===== config.mk =====
export PLATFORM = sky130hd
export DESIGN_NAME = param_data_pipeline
export DESIGN_NICKNAME = d
export VERILOG_FILES = /design/src/rtl/pipe_pkg.sv /design/src/rtl/pipe_stage.sv /design/src/rtl/param_data_pipeline.sv
export SDC_FILE = /design/constraint.sdc
export NUM_CORES = 1
export LEC_CHECK = 0
export CAP_MARGIN = 10
export CORE_MARGIN = 2
export CORE_UTILIZATION = 48
export DETAILED_ROUTE_END_ITERATION = 12
export PLACE_DENSITY = 0.82
export SLEW_MARGIN = 15
export SYNTH_ARGS = -nofsm -noshare
export SYNTH_HDL_FRONTEND = slang
export SYNTH_HIERARCHICAL = 1
export SYNTH_SLANG_ARGS = --single-unit

===== constraint.sdc =====
create_clock -name clk -period 2.1 [get_ports clk]
set_input_delay 0.315 -clock clk [delete_from_list [all_inputs] [get_ports clk]]
set_output_delay 0.315 -clock clk [all_outputs]
set_load 0.005 [all_outputs]

===== src/rtl/pipe_pkg.sv =====
// pipe_pkg: shared defaults and helpers for the parameterised data pipeline.
//   DEFAULT_*      : default data width, stage count and match set
//   total_offset() : total increment a beat picks up across all stages
package pipe_pkg;

    localparam int unsigned DEFAULT_WIDTH      = 8;
    localparam int unsigned DEFAULT_DEPTH      = 4;
    localparam int unsigned DEFAULT_MATCH_BITS = 3;
    localparam logic [2:0]  DEFAULT_MATCH_A    = 3'b101;
    localparam logic [2:0]  DEFAULT_MATCH_B    = 3'b111;

    // Stage i adds i, so a beat leaving the last stage carries sum(0..DEPTH-1).
    function automatic int unsigned total_offset(input int unsigned depth);
        return (depth * (depth - 1)) / 2;
    endfunction

endpackage


===== src/rtl/pipe_stage.sv =====
// pipe_stage: one pipeline stage (data register, valid bit, add-by-constant).
//   clk, rst_n    : clock, asynchronous active-low reset
//   advance_i     : stage may take a new beat (its current beat, if any, leaves)
//   flush_i       : clear valid bit, keep data
//   prev_valid_i  : upstream stage (or input port) holds a beat
//   prev_data_i   : upstream data
//   valid_d_o     : next-state valid bit (used for registered occupancy)
//   valid_q_o     : current valid bit
//   data_q_o      : current data
module pipe_stage #(
    parameter int unsigned WIDTH = 8,
    parameter int unsigned INCR  = 0
) (
    input  logic             clk,
    input  logic             rst_n,
    input  logic             advance_i,
    input  logic             flush_i,
    input  logic             prev_valid_i,
    input  logic [WIDTH-1:0] prev_data_i,
    output logic             valid_d_o,
    output logic             valid_q_o,
    output logic [WIDTH-1:0] data_q_o
);

    logic             valid_q, valid_d;
    logic [WIDTH-1:0] data_q, data_d;

    always_comb begin
        valid_d = valid_q;
        data_d  = data_q;
        if (flush_i) begin
            // Flush drops beats but leaves data registers untouched.
            valid_d = 1'b0;
        end else if (advance_i) begin
            valid_d = prev_valid_i;
            if (prev_valid_i) begin
                data_d = prev_data_i + WIDTH'(INCR);
            end
        end
    end

    always_ff @(posedge clk or negedge rst_n) begin
        if (!rst_n) begin
            valid_q <= 1'b0;
            data_q  <= '0;
        end else begin
            valid_q <= valid_d;
            data_q  <= data_d;
        end
    end

    assign valid_d_o = valid_d;
    assign valid_q_o = valid_q;
    assign data_q_o  = data_q;

endmodule


===== src/rtl/param_data_pipeline.sv =====
// param_data_pipeline: DEPTH-stage valid/ready pipeline; stage i adds i to the
// beat, so output = input + DEPTH*(DEPTH-1)/2. Full throughput, no bubbles.
//   clk, rst_n          : clock, asynchronous active-low reset
//   in_valid/in_ready   : upstream handshake, in_data the upstream beat
//   out_valid/out_ready : downstream handshake, out_data the last-stage beat
//   out_match           : low MATCH_BITS of out_data hit MATCH_A or MATCH_B
//   flush               : synchronous discard of all in-flight beats
//   occupancy           : registered count of valid stages
module param_data_pipeline
    import pipe_pkg::*;
#(
    parameter int unsigned            WIDTH      = DEFAULT_WIDTH,
    parameter int unsigned            DEPTH      = DEFAULT_DEPTH,
    parameter int unsigned            MATCH_BITS = DEFAULT_MATCH_BITS,
    parameter logic [MATCH_BITS-1:0]  MATCH_A    = MATCH_BITS'(DEFAULT_MATCH_A),
    parameter logic [MATCH_BITS-1:0]  MATCH_B    = MATCH_BITS'(DEFAULT_MATCH_B),
    localparam int unsigned           OCC_W      = $clog2(DEPTH + 1)
) (
    input  logic             clk,
    input  logic             rst_n,
    input  logic             in_valid,
    output logic             in_ready,
    input  logic [WIDTH-1:0] in_data,
    output logic             out_valid,
    input  logic             out_ready,
    output logic [WIDTH-1:0] out_data,
    output logic             out_match,
    input  logic             flush,
    output logic [OCC_W-1:0] occupancy
);

    logic [DEPTH-1:0] valid_q;
    logic [DEPTH-1:0] valid_d;
    logic [DEPTH-1:0] advance;
    logic [WIDTH-1:0] data_q [DEPTH];
    logic [OCC_W-1:0] occ_q, occ_d;

    // Ready ripples back from the output: a stage may advance if the next
    // stage is empty or itself advancing. Computed in one process, last stage
    // first, so the chain stays a simple combinational ladder.
    always_comb begin
        advance = '0;
        advance[DEPTH-1] = out_ready | ~valid_q[DEPTH-1];
        for (int i = int'(DEPTH) - 2; i >= 0; i--) begin
            advance[i] = ~valid_q[i+1] | advance[i+1];
        end
    end

    genvar gi;
    generate
        for (gi = 0; gi < int'(DEPTH); gi++) begin : g_stage
            logic             prev_valid;
            logic [WIDTH-1:0] prev_data;
            if (gi == 0) begin : g_head
                assign prev_valid = in_valid;
                assign prev_data  = in_data;
            end else begin : g_body
                assign prev_valid = valid_q[gi-1];
                assign prev_data  = data_q[gi-1];
            end

            pipe_stage #(
                .WIDTH (WIDTH),
                .INCR  (gi)
            ) u_stage (
                .clk          (clk),
                .rst_n        (rst_n),
                .advance_i    (advance[gi]),
                .flush_i      (flush),
                .prev_valid_i (prev_valid),
                .prev_data_i  (prev_data),
                .valid_d_o    (valid_d[gi]),
                .valid_q_o    (valid_q[gi]),
                .data_q_o     (data_q[gi])
            );
        end
    endgenerate

    // Occupancy is the popcount of the next-state valid bits, registered so
    // it tracks the valid bits exactly after every edge.
    always_comb begin
        occ_d = '0;
        for (int i = 0; i < int'(DEPTH); i++) begin
            occ_d = occ_d + OCC_W'(valid_d[i]);
        end
    end

    always_ff @(posedge clk or negedge rst_n) begin
        if (!rst_n) begin
            occ_q <= '0;
        end else begin
            occ_q <= occ_d;
        end
    end

    assign in_ready  = advance[0];
    assign out_valid = valid_q[DEPTH-1];
    assign out_data  = data_q[DEPTH-1];
    assign out_match = valid_q[DEPTH-1] &&
                       ((out_data[MATCH_BITS-1:0] == MATCH_A) ||
                        (out_data[MATCH_BITS-1:0] == MATCH_B));
    assign occupancy = occ_q;

endmodule


==> flow_summary.yaml <==
outcome:
  status: "finished clean"
yosys:
  synth_seq_cells: 39
  syn-mean-instance-area_um2: 10.69
  syn-instance-count: 173
  synth_cell_types: 27
  yosys_warnings: 6
  synthesis.area_um2: 1849
  synth-seq-area-share: 0.5277
  synth_nets: 192
cts:
  holdBufCountCts: 0
  cts_buffer_depth: 2
  clock_latency_ns: 0.29
  path_clk_slew_ns: 0.07
  numCtsBuffers: 5
  ctsHtreeMaxLevel: 2
  cts_sinks: 39
  cts_tree: "built"
  cts-root-buf: "clkbuf_8"
route:
  drc_errors: 0
  drtIter0Drc: 39
  wl_per_cell_um: 12.12
  drtPass1Iterations: 4
  antenna_left: 0
  drt-total-wl_um: 3236
  post_drt_via_cell_ratio: 5.052
  via_count: 1349
timing:
  fin_crit_sh: 0.9609
  hold_ws_ns: 0.1215
  fin_skew_ns: 0.004282
  drv_slew: 0
  fin_setup_tns_ns: 0
  worstMarginPinSlew_ns: 0.8293
  finalSetupViolCount: 0
  period_minus_slack_ns: 2.018
  hold_viol: 0
  slew_headroom: 0.4472
  maxClockFrequency_mhz: 495.6
floorplanning:
  die_w_um: 66.07
  start_util: 0.5014
  coreArea_um2: 3689
  die_height_um: 66.07
  io_pins: 27
  placement_rows: 22
  dieArea_um2: 4365
critical_path:
  critPathKind: "flip-flop to flip-flop"
  crit_path_end_kind: "flip-flop"
  cp_max_fo: 2
  slowest_delay_ns: 0.53
  worstPathCellList: "buf_4 -> nand2b_4 -> mux2i_1 -> nor2_1 -> inv_1 -> fa_1 -> inv_1 -> ha_2 -> ha_4"
  cp_slowest_cell: "fa_1"
  path_common_cell: "inv_1"
  cp-start-kind: "flip-flop"
  cp.required_ns: 2.29
  worstPathArrival_ns: 2.20
cells_and_area:
  fin_cells: 267
  num_antenna_cells: 0
  ff_latch_area_um2: 977.2
  layout_commonest_cell: "dfrtp_1"
  final_nets: 237
  final_util: 0.6486
  final_cell_mix: "dfrtp_1, nand2_1, clkdlybuf4s50_1"
  n_fill_cell: 314
  multiInputGateArea_um2: 854.6
  synthToLayoutAreaGrowth_pct: 29.36
  final_layout_size_suffix_gt1_frac: 0.1826
global_route:
  grt_max_degree: 40
  grtUsageTotal: 0.1789
  antenna_found_initial: 0
  grt_pass1_wl_um: 5858
  grt_pass1_vias: 1355
  gr-total-overflow: 0
power_and_ir_drop:
  p_leak_uw: 0.001100
  vdd_drop_max_mv: 0.5582
  powerDensity_nw_per_um2: 866.3
  power.total_uw: 2073
place:
  numPlacedInstances: 254
  dp_hpwl_um: 2318
  portBuffers: 26
  routabilityCongestion: 0.7832
min_path:
  hp-class: "primary input to async pin"
job:
  drv_cap: 0
-- worst paths after layout --
check | from | to | slack, ns | cells after the start
worst min-delay path | rst_n | g_stage[3].u_stage/data_q_o[5] | 0.12 | 1
max in group asynchronous | rst_n | g_stage[2].u_stage/valid_q_o | 1.41 | 1
min in group clk | g_stage[3].u_stage/data_q_o[1] | g_stage[3].u_stage/data_q_o[1] | 0.48 | 2
worst max register to register | g_stage[3].u_stage/valid_q_o | occupancy[1] | 0.08 | 9
worst max-delay path | g_stage[3].u_stage/valid_q_o | occupancy[1] | 0.08 | 9
worst min register to register | g_stage[3].u_stage/data_q_o[1] | g_stage[3].u_stage/data_q_o[1] | 0.48 | 2
-- report_power, final --
group          switching, µW  internal [µW]
clock                    246            299
sequential               160            916
combinational            185            266
-- sequential cells by signal, indices dropped and copies added, names as in the netlist --
| name | flops |
|---|---|
| g_stage.u_stage/valid_q_o | 4 |
| occupancy | 3 |
| g_stage.u_stage/data_q_o | 32 |
-- per-layer routing --
metal / wire (µm) / GRT usage
met5: 0 / 0
met4: 58 / 0.06888
met3: 129 / 0.05111
met2: 1668 / 0.3283
met1: 1380 / 0.1929
-- logic make-up (layout without fill, tap and decap cells) --
logic type                 after synthesis  after routing  synth area share
and+or+nand+nor                         68             68            0.2050
DFF                                     39             39            0.5277
AOI/OAI and AO/OA                       27             27           0.08255
muxes                                   12             12           0.07037
buffers and inverters                   11             57           0.02233
xor gates and xnor gates                10             10           0.04736
adders and majority gates                6              6           0.04466
-- Yosys cell counts, drive strengths merged --
master   count  area, µm²
nand2b       1      6.260
mux2         8      90.09
nor2         7      26.28
nand4b       1      8.760
o2111ai      1      8.760
inv          7      26.28
or3          3      18.77
o21ai       19      95.09
a31oi        3      18.77
or4          4      30.03
xnor2        2      17.52
o211ai       4      30.03
xor2         8      70.07
mux2i        4      40.04
fa           1      20.02
nand3b       6      70.07
dfrtp       39      975.9
and3b        3      26.28
nand3       10      55.05
and3         1      6.260
nand4        2      18.77
ha           5      62.56
nand2       30      112.6
clkbuf       4      15.01
-- through the flow --
stage	worst slack, ns	cell area [µm²]
2_1_floorplan	0.0006304	1849
3_3_place_gp	-0.3211	2232
3_5_place_dp	-0.3631	2232
4_1_cts	0.01031	2346
5_1_grt	-0.003866	2392
6_report	0.08214	2392
-- final cells by class --
| class | count | share of cell area |
|---|---|---|
| clock buffer | 8 | 0.04184 |
| multi-input combinational | 123 | 0.3572 |
| tap | 48 | 0.02510 |
| inverter | 7 | 0.01098 |
| timing repair buffer | 42 | 0.1564 |
| sequential | 39 | 0.4085 |
-- timing repair --
item / CTS / global route
gates resized for setup: 1 / 4
endpoints found under the setup margin: 1 / 2
setup buffers: 2 / 3
pin swaps: 1 / 6
-- critical path, delay by kind of cell, from the launching register on --
kind          cells  cell delay (ns)
fa+ha+maj         3             0.94
flops             1             0.38
buf+inv           3             0.29
simple gates      2             0.24
mux               1             0.07
No activity file was read; power rests on OpenSTA's default activity.
